<file path="src/rtl/maquina_tx_if.sv">
// rtl/maquina_tx_if.sv - command/code bus between control logic, maquina_tx and the maquina receiver
interface maquina_tx_if;
    logic       cmd_valid;
    logic [3:0] cmd_target;
    logic       cmd_ready;
    logic [7:0] code_out;
    logic       rx_res;
    logic [3:0] cur_state;
    logic       busy;
    logic       done;
    logic       err;

    modport master (
        output cmd_valid, cmd_target,
        input  cmd_ready, code_out, rx_res, cur_state, busy, done, err
    );

    modport slave (
        input  cmd_valid, cmd_target,
        output cmd_ready, code_out, rx_res, cur_state, busy, done, err
    );
endinterface

</file>
<file path="src/rtl/maquina_tx.sv">
// rtl/maquina_tx.sv - walks the maquina receiver to a target state with legal one-hop command codes
module maquina_tx #(
    parameter int         HOLD      = 1,
    parameter logic [7:0] IDLE_CODE = 8'h00
) (
    input  logic          clk,
    input  logic          res,
    maquina_tx_if.slave   bus
);
    localparam int CW = (HOLD > 1) ? $clog2(HOLD) : 1;

    typedef enum logic [1:0] {
        S_IDLE  = 2'd0,
        S_RSTRX = 2'd1,
        S_STEP  = 2'd2,
        S_WAIT  = 2'd3
    } state_t;

    state_t        state_q, state_d;
    logic [3:0]    cur_q, cur_d;
    logic [3:0]    target_q, target_d;
    logic [7:0]    code_q, code_d;
    logic [CW-1:0] cnt_q, cnt_d;
    logic          done_q, done_d;
    logic          err_q, err_d;
    logic [3:0]    hop;

    function automatic logic [7:0] code_of(input logic [3:0] p);
        logic [7:0] c;
        case (p)
            4'd1:    c = 8'h90;
            4'd2:    c = 8'hA4;
            4'd3:    c = 8'h82;
            4'd4:    c = 8'hC7;
            4'd5:    c = 8'hBA;
            4'd9:    c = 8'h9E;
            4'hA:    c = 8'h8D;
            default: c = IDLE_CODE;
        endcase
        return c;
    endfunction

    function automatic logic legal(input logic [3:0] t);
        return (t >= 4'd1 && t <= 4'd5) || t == 4'd9 || t == 4'hA;
    endfunction

    // acao is only reachable from est1..3 and hora only from est4..5
    function automatic logic [3:0] next_hop(input logic [3:0] p, input logic [3:0] t);
        logic [3:0] n;
        if (p == 4'd0) begin
            if (t == 4'd9)      n = 4'd1;
            else if (t == 4'hA) n = 4'd4;
            else                n = t;
        end else if (t == 4'd9) begin
            n = (p <= 4'd3) ? 4'd9 : p - 4'd1;
        end else if (t == 4'hA) begin
            n = (p >= 4'd4) ? 4'hA : p + 4'd1;
        end else if (t > p) begin
            n = p + 4'd1;
        end else begin
            n = p - 4'd1;
        end
        return n;
    endfunction

    always_comb begin
        state_d  = state_q;
        cur_d    = cur_q;
        target_d = target_q;
        code_d   = code_q;
        cnt_d    = cnt_q;
        done_d   = 1'b0;
        err_d    = 1'b0;
        hop      = next_hop(cur_q, target_q);
        case (state_q)
            S_IDLE: begin
                if (bus.cmd_valid) begin
                    if (!legal(bus.cmd_target)) begin
                        err_d = 1'b1;
                    end else if (bus.cmd_target == cur_q) begin
                        done_d = 1'b1;
                    end else begin
                        target_d = bus.cmd_target;
                        // terminal states ignore entrada, so the receiver must be reset first
                        if (cur_q >= 4'd8) begin
                            state_d = S_RSTRX;
                            cur_d   = 4'd0;
                            code_d  = IDLE_CODE;
                        end else begin
                            state_d = S_STEP;
                        end
                    end
                end
            end
            S_RSTRX: state_d = S_STEP;
            S_STEP: begin
                cur_d   = hop;
                code_d  = code_of(hop);
                cnt_d   = CW'(HOLD - 1);
                state_d = S_WAIT;
            end
            S_WAIT: begin
                if (cnt_q != '0) begin
                    cnt_d = cnt_q - CW'(1);
                end else if (cur_q == target_q) begin
                    done_d  = 1'b1;
                    state_d = S_IDLE;
                end else begin
                    cur_d  = hop;
                    code_d = code_of(hop);
                    cnt_d  = CW'(HOLD - 1);
                end
            end
            default: state_d = S_IDLE;
        endcase
    end

    always_ff @(posedge clk) begin
        if (res) begin
            state_q  <= S_IDLE;
            cur_q    <= 4'd0;
            target_q <= 4'd0;
            code_q   <= IDLE_CODE;
            cnt_q    <= '0;
            done_q   <= 1'b0;
            err_q    <= 1'b0;
        end else begin
            state_q  <= state_d;
            cur_q    <= cur_d;
            target_q <= target_d;
            code_q   <= code_d;
            cnt_q    <= cnt_d;
            done_q   <= done_d;
            err_q    <= err_d;
        end
    end

    assign bus.cmd_ready = (state_q == S_IDLE);
    assign bus.busy      = (state_q != S_IDLE);
    assign bus.rx_res    = res | (state_q == S_RSTRX);
    assign bus.code_out  = code_q;
    assign bus.cur_state = cur_q;
    assign bus.done      = done_q;
    assign bus.err       = err_q;
endmodule
</file>
<file path="src/flat_wrapper.sv">
// flat-port wrapper written by rule: the top's interface ports become plain ports
module maquina_tx_flat 
#(
    parameter int         HOLD      = 1,
    parameter logic [7:0] IDLE_CODE = 8'h00
)
  (clk, res, bus_cmd_valid, bus_cmd_target, bus_cmd_ready, bus_code_out, bus_rx_res, bus_cur_state, bus_busy, bus_done, bus_err);
  maquina_tx_if bus_i ();
  input  logic clk;
  input  logic res;
  input wire logic [$bits(bus_i.cmd_valid)-1:0] bus_cmd_valid;
  input wire logic [$bits(bus_i.cmd_target)-1:0] bus_cmd_target;
  output wire logic [$bits(bus_i.cmd_ready)-1:0] bus_cmd_ready;
  output wire logic [$bits(bus_i.code_out)-1:0] bus_code_out;
  output wire logic [$bits(bus_i.rx_res)-1:0] bus_rx_res;
  output wire logic [$bits(bus_i.cur_state)-1:0] bus_cur_state;
  output wire logic [$bits(bus_i.busy)-1:0] bus_busy;
  output wire logic [$bits(bus_i.done)-1:0] bus_done;
  output wire logic [$bits(bus_i.err)-1:0] bus_err;
  assign bus_i.cmd_valid = bus_cmd_valid;
  assign bus_i.cmd_target = bus_cmd_target;
  assign bus_cmd_ready = bus_i.cmd_ready;
  assign bus_code_out = bus_i.code_out;
  assign bus_rx_res = bus_i.rx_res;
  assign bus_cur_state = bus_i.cur_state;
  assign bus_busy = bus_i.busy;
  assign bus_done = bus_i.done;
  assign bus_err = bus_i.err;
  maquina_tx #(.HOLD(HOLD), .IDLE_CODE(IDLE_CODE)) u_core (.clk(clk), .res(res), .bus(bus_i));
endmodule
</file>
<file path="config.mk">
export PLATFORM = sky130hd
export DESIGN_NAME = maquina_tx_flat
export DESIGN_NICKNAME = d
export VERILOG_FILES = /design/src/rtl/maquina_tx_if.sv /design/src/rtl/maquina_tx.sv /design/src/flat_wrapper.sv
export SDC_FILE = /design/constraint.sdc
export NUM_CORES = 1
export LEC_CHECK = 0
export ABC_CLOCK_PERIOD_IN_PS = 7600
export CAP_MARGIN = 20
export CORE_MARGIN = 2
export CORE_UTILIZATION = 59
export CTS_CLUSTER_SIZE = 30
export DETAILED_ROUTE_END_ITERATION = 8
export GPL_TIMING_DRIVEN = 1
export PLACE_DENSITY = 0.85
export SYNTH_ARGS = -nofsm -noshare
export SYNTH_HDL_FRONTEND = slang
export SYNTH_SLANG_ARGS = --single-unit
</file>
<file path="constraint.sdc">
create_clock -name clk -period 7.6 [get_ports clk]
set_clock_uncertainty 0.15 [all_clocks]
set_input_delay 0.76 -clock clk [delete_from_list [all_inputs] [get_ports clk]]
set_output_delay 0.76 -clock clk [all_outputs]
set_load 0.005 [all_outputs]
</file>
==> results.yml <==
floorplanning:
  floorplan.die.height_um: 57.7
  die_area_um2: 3330
  ios: 24
  placementRows: 19
  core_area_um2: 2760
  start_util_pct: 61.8
  chipWidth_um: 57.7
power_and_ir_drop:
  power_density_nw_per_um2: 246
  peakVddDrop_mv: 0.228
  p_total_uw: 480
  power.static_leakage_nw: 0.704
sta:
  timing.fmax_mhz: 265
  max_slew_margin_pct: 42.8
  worst_pin_slew_ns: 0.858
  finalSetupViolations: 0
  timing_hold_violations_final: 0
  final-max-slew-violation-count: 0
  post-route-min-period_ns: 3.78
  setup-tns-final_ns: 0
  setup_repair_after_global_routing_missed_its_margin: "false"
  period_share_pct: 49.7
placement:
  place.detailed.instances: 255
  routabilityCongestion: 0.860
  post-dp-hpwl_um: 3100
  io_port_bufs: 23
detailed_routing:
  detail_route.first_pass.iterations: 4
  route.antenna.remaining_nets: 0
  totalWireLength_um: 4200
  detail_route.drc_violations: 0
  routedWlPerCell_um: 16.2
  route.detailed.vias_per_inst: 6.44
  drt_first_iter_violations: 132
  via_count_of_the_routed_design: 1667
global_route:
  gr-usage-all-layers_pct: 26.2
  grt-busiest-layer: "met2"
  groute.layer.met3.usage_pct: 3.79
  grt_pass1_wl_um: 6940
  grt_max_degree: 20
  grt_overflow_total: 0
  met1_usage_pct: 35.8
  vias_in_the_first_global_route: 1521
  antenna_violations_before_repair: 0
  use_met2_pct: 43.3
clock_tree:
  clock_latency_ns: 0.31
  cts-htree-levels: 1
  ctsResizeCount: 0
  post_cts_repair_timing_setup_buffer_count: 0
  clockBufferDepth: 2
  number_of_buffers_created_by_cts: 3
  tritoncts_clock_tree: "yes"
  tritoncts_num_sinks: 20
  post_cts_hold_buffer_count: 0
  clkSlewWorstSetupHoldPaths_ns: 0.12
  cts-root-buf: "clkbuf_4"
critical_path:
  delay_of_the_slowest_cell_on_the_worst_path_ns: 0.70
  crit_path_end_kind: "flop"
  worst-path-max-fanout: 14
  r2r_cells: 10
  required_worst_endpoint_ns: 7.67
  crit_path_frequent_cell: "o21ai_0"
  cp_launch_point: "u_core.bus.cur_state[3]$_SDFFE_PP0P_"
  ff2ff_setup_slack_ns: 3.82
  cells_along_the_critical_path: "inv_1 -> ha_1 -> o21a_1 -> o21ai_0 -> o211a_1 -> o21ai_0 -> a22oi_1 -> and2b_1 -> mux2_2 -> a32o_1"
  critical_path.startpoint_type: "flop"
  crit_path_top_delay_cell: "dfxtp_1"
  reg_to_reg_critical_path_startpoint: "u_core.bus.cur_state[3]$_SDFFE_PP0P_"
  worst-endpoint-arrival_ns: 3.85
  critical_path.reg2reg.endpoint: "u_core.bus.code_out[0]$_SDFFE_PP0P_"
  critical_path.endpoint: "u_core.bus.code_out[0]$_SDFFE_PP0P_"
  timing_worst_setup_path_type: "flop to flop"
layout:
  final_layout_size_suffix_gt1_share_pct: 7.46
  flow.area_growth_from_synthesis_pct: 14.7
  fin_cells: 259
  n_antenna_cell: 0
  fin_util_pct: 70.9
  final_nets: 246
min_path:
  min_path_type: "flop to flop"
status:
  status: "finished, final reports clean"
yosys:
  synth.top_cell.area_share_pct: 23.5
  syn_nets: 230
  unique_cell_type_count_in_the_yosys_netlist: 58
  seq_area_frac_synth_pct: 23.5
  async_reset_ff_share_pct: 0
  count_of_warnings_emitted_by_yosys: 0
  syn-mean-instance-area_um2: 8.00
  synth.cell_area_um2: 1700
  ys_dominant_reg_cell: "dfxtp_1"
  synth_edf_count: 0
  synth_top_cell_by_area: "dfxtp_1"
  ys_ff_latch: 20
  largest_cells_by_area_after_synthesis: "dfxtp_1 (23%), ha_1 (7.3%), nor2_1 (5.1%)"
  synthesis.instances: 213
flow_run:
  max_cap_violations: 0
==> area by class of cell <==
type	count	area (um^2)
clock buffers	3	22.5
clock inverters	1	30.0
fillers	222	803
inverters	13	48.8
multi-input cells	168	1180
flip-flops and latches	20	400
well taps	31	38.8
repair buffers	23	230
==> metrics by stage <==
stage	setup slack (ns)	instance area, um^2	hold WS (ns)
finish	3.82	1950	0.321
global route	3.58	1950	0.333
CTS	3.87	1950	0.321
detailed placement	3.86	1900	0.303
global placement	4.09	1900	0.288
floorplan	4.78	1700	0.293
==> critical path: cells and delay by family, from the launching register on <==
family	cells	cell delay [ns]
multiplexers	1	0.27
AO/OA/AOI/OAI	6	1.73
buffers and inverters	1	0.19
adder cells (fa/ha/maj)	1	0.35
AND/OR/NAND/NOR	1	0.29
flip-flops	1	0.70
==> cell usage in the layout, fill, tap and decap left out, types with 3 or more instances in the layout <==
cell              n
nor2_1           23
o21ai_0           7
mux2i_1           7
nor3_1            7
a311oi_1          3
clkdlybuf4s50_1  23
nand3_1           5
a21oi_1          15
a22oi_1           5
o21a_1            3
dfxtp_1          20
ha_1             10
o211ai_1          3
nand2_1          16
nand2b_1          4
o21ai_1           4
nand4_1           5
inv_1            13
nor2b_1           3
clkbuf_4          3
xnor2_1           5
==> worst min-delay path by stage <==
stage | from | to | slack [ns] | cells past startpoint
6_report | u_core.bus.code_out[6]$_SDFFE_PP0P_ | u_core.bus.code_out[6]$_SDFFE_PP0P_ | 0.32 | 2
5_1_grt | u_core.bus.code_out[7]$_SDFFE_PP0P_ | u_core.bus.code_out[7]$_SDFFE_PP0P_ | 0.33 | 2
4_1_cts | u_core.bus.code_out[6]$_SDFFE_PP0P_ | u_core.bus.code_out[6]$_SDFFE_PP0P_ | 0.32 | 2
3_5_place_dp | u_core.bus.code_out[6]$_SDFFE_PP0P_ | u_core.bus.code_out[6]$_SDFFE_PP0P_ | 0.30 | 2
3_3_place_gp | u_core.bus.code_out[7]$_SDFFE_PP0P_ | u_core.bus.code_out[7]$_SDFFE_PP0P_ | 0.29 | 2
2_1_floorplan | u_core.bus.code_out[7]$_SDFFE_PP0P_ | u_core.bus.code_out[7]$_SDFFE_PP0P_ | 0.29 | 2
==> synthesized netlist by cell type, drive strengths merged (3+ instances only) <==
master	instances
nor2	23
dfxtp	20
nand2	16
a21oi	15
inv	13
o21ai	11
ha	10
buf	9
nor3	8
mux2i	7
a22oi	5
nand3	5
nand4	5
xnor2	5
nand2b	4
nor2b	4
o211ai	4
a221oi	3
a311oi	3
clkbuf	3
o21a	3
==> cell families after synthesis <==
family | share of synthesized area [%]
simple gates | 27.0
compound gates | 27.8
buf+inv | 7.05
flops | 23.5
fa+ha+maj | 7.34
mux | 4.77
xor+xnor | 2.57
==> flip-flops by register name, summed over array words and instances (netlist names) <==
name and count:
u_core.bus.code_out 8, u_core.bus.cur_state 4, u_core.bus.done 1, u_core.bus.err 1, u_core.state_q 2, u_core.target_q 4
==> report_power, final <==
part	switching [mW]	leakage, nW	internal, mW
Combinational	0.148	0.514	0.110
Sequential	0.0179	0.162	0.116
Clock	0.0347	0.0279	0.0533
==> per-layer routing <==
layer | part of all wire [%] | wire, um
met5 | 0 | 0
met4 | 1.4 | 58
met3 | 5.7 | 239
met2 | 47 | 1980
met1 | 46 | 1930
Note: power is estimated with default switching activity, not from simulation.
